`config.mk`:
```
export PLATFORM = sky130hd
export DESIGN_NAME = vlog_lex_stream
export DESIGN_NICKNAME = d
export VERILOG_FILES = /design/src/rtl/vlog_lex_stream.sv
export SDC_FILE = /design/constraint.sdc
export NUM_CORES = 1
export LEC_CHECK = 0
export ABC_AREA = 1
export CORE_AREA = 2 2 172 174
export CTS_CLUSTER_DIAMETER = 50
export DETAILED_ROUTE_END_ITERATION = 10
export DIE_AREA = 0 0 174 176
export DONT_BUFFER_PORTS = 1
export GPL_ROUTABILITY_DRIVEN = 0
export GPL_TIMING_DRIVEN = 0
export PLACE_DENSITY = 0.77
export SLEW_MARGIN = 0
export SYNTH_ARGS = -nofsm -noshare
export SYNTH_HDL_FRONTEND = slang
export SYNTH_SLANG_ARGS = --single-unit
export TNS_END_PERCENT = 30
```
`constraint.sdc`:
```
create_clock -name clk -period 9.3 [get_ports clk]
set_input_delay 0.93 -clock clk [delete_from_list [all_inputs] [get_ports clk]]
set_output_delay 0.93 -clock clk [all_outputs]
set_load 0.01 [all_outputs]
```
`src/rtl/vlog_lex_stream.sv`:
```
// Streaming Verilog tokeniser: one byte in, one classified token out, valid/ready on both sides.
// Optional macro VLOG_LEX_SHIFT3_EN extends << / >> to the three-character shifts <<< / >>>.
module vlog_lex_stream #(
  parameter int HASH_W = 32,
  parameter int LINE_W = 16
) (
  input  logic              clk,
  input  logic              rst,
  input  logic              ch_valid,
  input  logic [7:0]        ch_data,
  output logic              ch_ready,
  output logic              tok_valid,
  input  logic              tok_ready,
  output logic [2:0]        tok_kind,
  output logic [HASH_W-1:0] tok_value,
  output logic [7:0]        tok_len,
  output logic [LINE_W-1:0] tok_line
);

  typedef enum logic [3:0] {
    S_IDLE, S_IDENT, S_SYS, S_NUM, S_STR, S_STR_ESC, S_SLASH,
    S_LCOM, S_BCOM, S_BSTAR, S_OPC, S_DONE, S_SH3
  } state_e;

  localparam logic [2:0] K_EOF = 3'd0, K_IDENT = 3'd1, K_SYS = 3'd2, K_NUM = 3'd3;
  localparam logic [2:0] K_STR = 3'd4, K_OP1 = 3'd5, K_OP2 = 3'd6, K_ERR = 3'd7;

  function automatic logic is_alpha(input logic [7:0] c);
    return (c >= "a" && c <= "z") || (c >= "A" && c <= "Z") || c == "_";
  endfunction

  function automatic logic is_digit(input logic [7:0] c);
    return c >= "0" && c <= "9";
  endfunction

  function automatic logic is_ws(input logic [7:0] c);
    return c == 8'h20 || c == 8'h09 || c == 8'h0D || c == 8'h0A;
  endfunction

  function automatic logic is_ident_cont(input logic [7:0] c);
    return is_alpha(c) || is_digit(c) || c == "$";
  endfunction

  function automatic logic is_opc(input logic [7:0] c);
    return c == "<" || c == ">" || c == "=" || c == "!" || c == "&" ||
           c == "|" || c == "+" || c == "-" || c == "*";
  endfunction

  // Doubled operators (except !!) plus the three compare-with-= forms.
  function automatic logic is_pair(input logic [7:0] a, input logic [7:0] c);
    return (a == c && a != "!") || (c == "=" && (a == "<" || a == ">" || a == "!"));
  endfunction

  function automatic logic [7:0] sat_inc(input logic [7:0] n);
    return (n == 8'd255) ? n : n + 8'd1;
  endfunction

  function automatic logic [HASH_W-1:0] op_val(input logic [7:0] a, input logic [7:0] c,
                                               input logic [7:0] e);
    return HASH_W'({a, c, e});
  endfunction

  function automatic logic [HASH_W-1:0] hash_step(input logic [HASH_W-1:0] h,
                                                  input logic [7:0] c);
    return h * HASH_W'(31) + HASH_W'(c);
  endfunction

  function automatic logic [HASH_W-1:0] num_step(input logic [HASH_W-1:0] v,
                                                 input logic [7:0] c);
    return v * HASH_W'(10) + HASH_W'(c - 8'd48);
  endfunction

  // Whether the current state swallows byte c or leaves it for IDLE to re-examine.
  function automatic logic byte_taken(input state_e st, input logic [7:0] c,
                                      input logic [7:0] a);
    logic t;
    t = 1'b0;
    case (st)
      S_IDLE:                                    t = 1'b1;
      S_IDENT, S_SYS:                            t = is_ident_cont(c);
      S_NUM:                                     t = is_digit(c) || c == "_";
      S_STR, S_STR_ESC, S_LCOM, S_BCOM, S_BSTAR: t = (c != 8'h00);
      S_SLASH:                                   t = (c == "/" || c == "*");
      S_OPC:                                     t = is_pair(a, c);
      S_SH3:                                     t = (c == a);
      default:                                   t = 1'b0;
    endcase
    return t;
  endfunction

  state_e              state_q, state_d;
  logic [HASH_W-1:0]   acc_q, acc_d;
  logic [7:0]          len_q, len_d;
  logic [7:0]          c1_q, c1_d;
  logic [LINE_W-1:0]   sline_q, sline_d;
  logic [LINE_W-1:0]   line_q, line_d;
  logic                tok_valid_q, tok_valid_d;
  logic [2:0]          tok_kind_q, tok_kind_d;
  logic [HASH_W-1:0]   tok_value_q, tok_value_d;
  logic [7:0]          tok_len_q, tok_len_d;
  logic [LINE_W-1:0]   tok_line_q, tok_line_d;

  logic                emit, ext3;
  logic [2:0]          ek;
  logic [HASH_W-1:0]   ev;
  logic [7:0]          el;
  logic [LINE_W-1:0]   eline;

  always_ff @(posedge clk) begin
    if (rst) begin
      state_q     <= S_IDLE;
      line_q      <= LINE_W'(1);
      tok_valid_q <= 1'b0;
      tok_kind_q  <= K_EOF;
      tok_value_q <= '0;
      tok_len_q   <= 8'd0;
      tok_line_q  <= LINE_W'(1);
    end else begin
      state_q     <= state_d;
      line_q      <= line_d;
      tok_valid_q <= tok_valid_d;
      tok_kind_q  <= tok_kind_d;
      tok_value_q <= tok_value_d;
      tok_len_q   <= tok_len_d;
      tok_line_q  <= tok_line_d;
    end
  end

  always_ff @(posedge clk) begin
    acc_q   <= acc_d;
    len_q   <= len_d;
    c1_q    <= c1_d;
    sline_q <= sline_d;
  end

  always_comb begin
    state_d     = state_q;
    acc_d       = acc_q;
    len_d       = len_q;
    c1_d        = c1_q;
    sline_d     = sline_q;
    line_d      = line_q;
    tok_valid_d = tok_valid_q;
    tok_kind_d  = tok_kind_q;
    tok_value_d = tok_value_q;
    tok_len_d   = tok_len_q;
    tok_line_d  = tok_line_q;
    emit        = 1'b0;
    ek          = K_EOF;
    ev          = '0;
    el          = 8'd0;
    eline       = line_q;
    ext3        = 1'b0;
`ifdef VLOG_LEX_SHIFT3_EN
    ext3 = (ch_data == c1_q) && (ch_data == "<" || ch_data == ">");
`endif

    if (ch_valid && ch_ready && ch_data == 8'h0A) line_d = line_q + LINE_W'(1);
    if (tok_valid_q && tok_ready) tok_valid_d = 1'b0;

    // Terminators that are not consumed still close the token; the byte waits for IDLE.
    if (ch_valid && !tok_valid_q) begin
      unique case (state_q)
        S_IDLE: begin
          sline_d = line_q;
          len_d   = 8'd1;
          c1_d    = ch_data;
          if (is_ws(ch_data)) begin
          end else if (is_alpha(ch_data)) begin
            state_d = S_IDENT;
            acc_d   = HASH_W'(ch_data);
          end else if (ch_data == "$") begin
            state_d = S_SYS;
            acc_d   = '0;
          end else if (is_digit(ch_data)) begin
            state_d = S_NUM;
            acc_d   = HASH_W'(ch_data - 8'd48);
          end else if (ch_data == 8'h22) begin
            state_d = S_STR;
            acc_d   = '0;
          end else if (ch_data == "/") begin
            state_d = S_SLASH;
          end else if (is_opc(ch_data)) begin
            state_d = S_OPC;
          end else if (ch_data == 8'h00) begin
            state_d = S_DONE;
            emit    = 1'b1;
          end else if (ch_data >= 8'h21 && ch_data <= 8'h7E) begin
            emit = 1'b1; ek = K_OP1; ev = op_val(8'h00, ch_data, 8'h00); el = 8'd1;
          end else begin
            emit = 1'b1; ek = K_ERR; el = 8'd1;
          end
        end
        S_IDENT, S_SYS: begin
          if (is_ident_cont(ch_data)) begin
            acc_d = hash_step(acc_q, ch_data);
            len_d = sat_inc(len_q);
          end else begin
            state_d = S_IDLE;
            emit    = 1'b1;
            eline   = sline_q;
            if (state_q == S_SYS && len_q == 8'd1) begin
              ek = K_ERR; el = 8'd1;
            end else begin
              ek = (state_q == S_SYS) ? K_SYS : K_IDENT; ev = acc_q; el = len_q;
            end
          end
        end
        S_NUM: begin
          if (is_digit(ch_data)) begin
            acc_d = num_step(acc_q, ch_data);
            len_d = sat_inc(len_q);
          end else if (ch_data == "_") begin
            len_d = sat_inc(len_q);
          end else begin
            state_d = S_IDLE;
            emit = 1'b1; ek = K_NUM; ev = acc_q; el = len_q; eline = sline_q;
          end
        end
        S_STR, S_STR_ESC: begin
          len_d = sat_inc(len_q);
          if (ch_data == 8'h00) begin
            state_d = S_IDLE;
            emit = 1'b1; ek = K_ERR; el = 8'd1;
          end else if (state_q == S_STR_ESC) begin
            state_d = S_STR;
            acc_d   = hash_step(acc_q, ch_data);
          end else if (ch_data == 8'h22) begin
            state_d = S_IDLE;
            emit = 1'b1; ek = K_STR; ev = acc_q; el = sat_inc(len_q); eline = sline_q;
          end else if (ch_data == 8'h5C) begin
            state_d = S_STR_ESC;
          end else begin
            acc_d = hash_step(acc_q, ch_data);
          end
        end
        S_SLASH: begin
          if (ch_data == "/") state_d = S_LCOM;
          else if (ch_data == "*") state_d = S_BCOM;
          else begin
            state_d = S_IDLE;
            emit = 1'b1; ek = K_OP1; ev = op_val(8'h00, "/", 8'h00); el = 8'd1; eline = sline_q;
          end
        end
        S_LCOM: begin
          if (ch_data == 8'h00 || ch_data == 8'h0A) state_d = S_IDLE;
        end
        S_BCOM, S_BSTAR: begin
          if (ch_data == 8'h00) begin
            state_d = S_IDLE;
            emit = 1'b1; ek = K_ERR; el = 8'd1;
          end else if (ch_data == "*") state_d = S_BSTAR;
          else if (state_q == S_BSTAR && ch_data == "/") state_d = S_IDLE;
          else state_d = S_BCOM;
        end
        S_OPC: begin
          state_d = S_IDLE;
          eline   = sline_q;
          if (is_pair(c1_q, ch_data)) begin
            if (ext3) state_d = S_SH3;
            else begin
              emit = 1'b1; ek = K_OP2; ev = op_val(8'h00, c1_q, ch_data); el = 8'd2;
            end
          end else begin
            emit = 1'b1; ek = K_OP1; ev = op_val(8'h00, c1_q, 8'h00); el = 8'd1;
          end
        end
`ifdef VLOG_LEX_SHIFT3_EN
        S_SH3: begin
          state_d = S_IDLE;
          emit = 1'b1; ek = K_OP2; eline = sline_q;
          if (ch_data == c1_q) begin
            ev = op_val(c1_q, c1_q, c1_q); el = 8'd3;
          end else begin
            ev = op_val(8'h00, c1_q, c1_q); el = 8'd2;
          end
        end
`endif
        S_DONE: begin
        end
        default: state_d = S_IDLE;
      endcase
    end

    if (emit) begin
      tok_valid_d = 1'b1;
      tok_kind_d  = ek;
      tok_value_d = ev;
      tok_len_d   = el;
      tok_line_d  = eline;
    end
  end

  always_comb begin
    ch_ready = 1'b0;
    if (!rst && !tok_valid_q && state_q != S_DONE)
      ch_ready = byte_taken(state_q, ch_data, c1_q);
  end

  assign tok_valid = tok_valid_q;
  assign tok_kind  = tok_kind_q;
  assign tok_value = tok_value_q;
  assign tok_len   = tok_len_q;
  assign tok_line  = tok_line_q;

endmodule

```
After elaboration in Yosys (flattened, before gate mapping)

Cells that the tools add are included.

Flip-flop bits (word level): 144
Output and inout bits: 61
Word-level logic and storage cells: 266

Equality and inequality tests: 53
Reduce and logical (&&, ||, !) cells: 50
$lt $le $gt $ge: 8
Bitwise logic cells: 1
Multiplexer cells: 136
Add/subtract/negate cells: 5
$mul: 2

Operators with widths:

| operator                                                                         | number |
|---|---|
| 32-bit 2-to-1 mux                                                                | 19 |
| 16-bit 2-to-1 mux                                                                | 18 |
| 32-bit one-hot mux with 6 select lines                                           | 1 |
| 32-bit one-hot mux with 4 select lines                                           | 1 |
| 8-bit by 6-bit == test with 1-bit output, second input constant                  | 15 |
| 8-bit 2-to-1 mux                                                                 | 13 |
| 4-bit 2-to-1 mux                                                                 | 21 |
| 16-bit one-hot mux with 5 select lines                                           | 1 |
| 8-bit one-hot mux with 7 select lines                                            | 1 |
| 3-bit 2-to-1 mux                                                                 | 17 |
| 32-bit adder                                                                     | 1 |
| 32-bit by 8-bit adder with 32-bit output                                         | 1 |
| 32-bit by 3-bit multiplier with 31-bit output, second input constant             | 1 |
| 32-bit by 5-bit multiplier with 32-bit output, second input constant             | 1 |
| 4-bit one-hot mux with 8 select lines                                            | 1 |
| 8-bit one-hot mux with 4 select lines                                            | 1 |
| 1-bit 2-to-1 mux                                                                 | 31 |
| 14-bit 2-to-1 mux                                                                | 2 |
| 8-bit by 4-bit == test with 1-bit output, second input constant                  | 3 |
| 8-bit by 7-bit == test with 1-bit output, second input constant                  | 3 |
| 8-bit by 7-bit less-or-equal comparator with 1-bit output, second input constant | 3 |
| 1-bit logical OR                                                                 | 21 |
| 3-bit one-hot mux with 7 select lines                                            | 1 |
| 4-bit == test, second input constant                                             | 5 |
| other kinds (33)                                                                 | 73 |

Logic depth before layout (Yosys ltp)

Depth after elaboration: 19
Mapped depth: 24
Gate-level depth less buffers: 24

Worst setup path before layout

No wires, ideal clock.

Path type: in2reg
Start point: input ch_data[1]
End point: register acc_q[0] (enable)
Slack: 3.834 ns
Cell stages on the path: 11
Arrival: 4.965 ns
Setup time: 0.501 ns
Cells stage by stage: buf_2 -> nand2_1 -> nor2_1 -> inv_2 -> nor2_1 -> inv_1 -> nand2_1 -> nor2_2 -> nand2_1 -> nor2_1 -> nor4_1

Word-level cells in the longest chain between the ends: 8
Elaborated cells between the ends (all ways): 33
Those cells by class: order compare (6); eq/ne (15); reduce/logical (12)

RTL lines:

| what                                                                                                                                             | line | text |
|---|---|---|
| from (decl)                                                                                                                                      | 10   | `input logic [7:0] ch_data,` |
| 8-bit by 7-bit greater-or-equal comparator with 1-bit output / 8-bit by 7-bit less-or-equal comparator with 1-bit output (equally long branches) | 29   | `return (c >= "a" && c <= "z") \|\| (c >= "A" && c <= "Z") \|\| c == "_";` |
| 1-bit logical AND                                                                                                                                | 29   |  |
| 1-bit logical OR (2 in a row)                                                                                                                    | 29   |  |
| 1-bit logical OR (2 in a row)                                                                                                                    | 41   | `return is_alpha(c) \|\| is_digit(c) \|\| c == "$";` |
| 2-bit != test (no source line)                                                                                                                   | --   |  |
| 9-bit AND reduction (no source line) *                                                                                                           | --   |  |
| to (signal assigned)                                                                                                                             | 130  | `acc_q <= acc_d;` |
| to (decl)                                                                                                                                        | 92   | `logic [HASH_W-1:0] acc_q, acc_d;` |

Mark *: on every way between the ends. The rest lies on a longest branch, timed or not.
A chain may end at the register's enable or synchronous reset.

Worst setup path after layout

Start point: input ch_data[3]
End point: register acc_q[28], data pin

Word-level cells in the longest chain between the ends: 7
Elaborated cells between the ends (all ways): 27
Those cells by class: add/sub (3); order compare (6); eq/ne (2); mux (11); reduce/logical (5)

RTL lines:

| what                                                                 | line | text |
|---|---|---|
| parallel branches: the longest is 6 deep, another holds 32-bit adder | --   |  |
| 32-bit one-hot mux with 4 select lines *                             | 163  | `unique case (state_q)` |

Mark *: on every way between the ends. The select of a mux whose other input is x is not followed.

==> results.cfg <==
[setup_path]
critPathArrivalTime_ns = 4.93
end_kind = flop
r2r_start = acc_q[5]
crit_fanout = 10
critPathLaunch = ch_data[3]
reg2reg_depth = 20
critical_path_required_ns = 9.47
cp-start-kind = input port
reg2reg_slack_ns = 4.58
r2r_end = acc_q[30]
critical_path_class = input port to flop

[grt]
grt_pass1_vias = 14800
antenna_found_initial = 1
grt_start_max_net_pins = 23
grt_util_all_layers_pct = 29.2
grt-ovfl-total = 0
grt_pass1_wl_um = 72000

[synthesis]
synthTopCellsByArea = edfxtp_1 12%, ha_1 12%, nand2_1 12%
yosysSeqAreaShare_pct = 22.6
synthTopCellsByCount = 492 x nand2_1, 330 x inv_1, 191 x nor2_1, 177 x a21oi_1, 177 x nand3_1
synthArstFlopShare_pct = 0
synth_nets = 2434
synthCells = 2179
synth_most_common_cell = nand2_1
post-synth-top-area-cell = edfxtp_1
synth.cell_area_sq_um = 15600
avgSynthCellArea_sq_um = 7.14
synth_top_area_share_pct = 12.3
ys_warn_count = 0
synth_edf_count = 64
ys_seq_elements = 144
synth_ff_type = dfxtp_1
ys_types = 49

[sta]
drv_slew = 0
grt_setup_unrepaired = no
setup_violations = 0
skew_ns = 0.0113
finalCriticalPeriod_ns = 4.76
hold_viol_final = 0
max_clock_freq_mhz = 210
fin_crit_sh_pct = 51.2
worst_slew_pin_slew_ns = 1.16
setup_tns_ns = 0
slew_headroom_pct = 21.7
holdWs_ns = 0.475

[clock_network]
post_cts_resized = 0
cts_hold_buf = 0
cts.sinks = 144
postCtsSetupRepairBufs = 0
cts_made_buffers = 17
cts_max_level = 4
cts_root_buf = clkbuf_16
cts_tree = yes
clock_latency_ns = 0.44
clkTransAtPathRegs_ns = 0.07
clockBufferDepth = 2

[floorplanning]
die_w_um = 174
initial_core_util_pct = 54.5
die_y_um = 176
core_area_sq_um = 28500
row_count = 62
io_pins = 73
dieArea_sq_um = 30600

[min_path]
min_path_cells = 0
min_from = line_q[2]
holdPathEnd = sline_q[2]
hp-class = flop to flop

[drt]
via_count = 14900
drt-initial-drc-count = 1477
wl_per_cell_um = 16.6
drc = 0
drt-vias-per-instance = 5.75
wl_um = 43300
drt-pass1-iter-count = 8
antenna_left = 0

[layout]
multi_input_area_sq_um = 10600
drive_gt1_share_pct = 4.83
nNetsFinal = 2459
nFillCells = 2654
area_delta_synth_final_pct = 7.44
regArea_sq_um = 3520
antenna_cells = 0
stdcell_area_sq_um = 16700

[flow_run]
maxCapViolations = 0

[placed_design]
placed_area_sq_um = 16100
dpl.hpwl_um = 34600
port_buffers = 0

[run_status]
run_status = complete, no violations
[routing by layer]
metal,track usage (%),share of wire (%)
met2,50.7,48
met1,36.4,40
met3,4.61,7.7
met5,0,0
met4,11.7,3.4
[sequential cells by signal, indices dropped and copies added (netlist names), 8 cells and up]
signal	cells
acc_q	32
c1_q	8
len_q	8
line_q	16
sline_q	16
tok_len	8
tok_line	16
tok_value	32
[how the worst max path moves through the flow]
stage,slack (ns),to
floorplan,3.83,acc_q[0]
global placement,2.24,acc_q[28]
detailed placement,4.18,acc_q[28]
CTS,4.65,acc_q[30]
global route,4.25,acc_q[30]
finish,4.54,acc_q[28]
[logic make-up after synthesis]
| logic type | count (synthesis) | synth area share (%) |
|---|---|---|
| adder cells (fa/ha/maj) | 243 | 24.0 |
| flip-flops | 144 | 22.6 |
| buffers and inverters | 381 | 9.51 |
| XOR/XNOR | 62 | 3.49 |
| AND/OR/NAND/NOR | 975 | 26.9 |
| AO/OA/AOI/OAI | 374 | 13.5 |
[worst max-delay path: stages]
cell,delay [ns]
buf_2,0.22
inv_1,0.15
fa_1,0.56
inv_1,0.05
ha_1,0.27
inv_1,0.05
fa_1,0.52
fa_1,0.45
inv_1,0.15
nand3_1,0.08
nand2_1,0.13
a21boi_0,0.15
o21ai_0,0.58
nand4_1,0.23
o211ai_1,0.16
nand2_1,0.06
nand3_1,0.08
nand3_1,0.09
[per-stage QoR]
step / instances / util [%] / setup slack (ns)
2_1_floorplan: 2179 / - / 3.83
3_3_place_gp: 2563 / 56.2 / 2.24
3_5_place_dp: 2569 / 56.5 / 4.18
4_1_cts: 2601 / 58.6 / 4.65
5_1_grt: 2601 / 58.6 / 4.25
6_report: 2601 / 58.6 / 4.54
[cell usage in the layout, fill, tap and decap left out, types with 12 or more instances in the layout]
cell type and n:
dfxtp_1 80, xnor2_1 25, nand3_1 177, nand2_1 492, or2_2 16, clkbuf_1 21, buf_2 13, nand4_1 33
o21ai_0 109, ha_1 151, a31oi_1 12, nor2_1 190, o21bai_1 13, a21o_1 18, xor2_1 37, edfxtp_1 64
a21oi_1 177, nor3_1 28, inv_1 330, fa_1 92, clkbuf_16 18
[layout make-up]
type	count	share of cell area, %
clock inverter	13	0.831
tap	384	2.87
multi-input combinational	1654	63.2
sequential	144	21.1
clock buffer	19	2.78
timing repair buffer	6	0.359
buffer	40	1.20
inverter	341	7.66
Power is not shown: default switching activity piles up to over one toggle a cycle in this logic, so the estimate is an artifact.
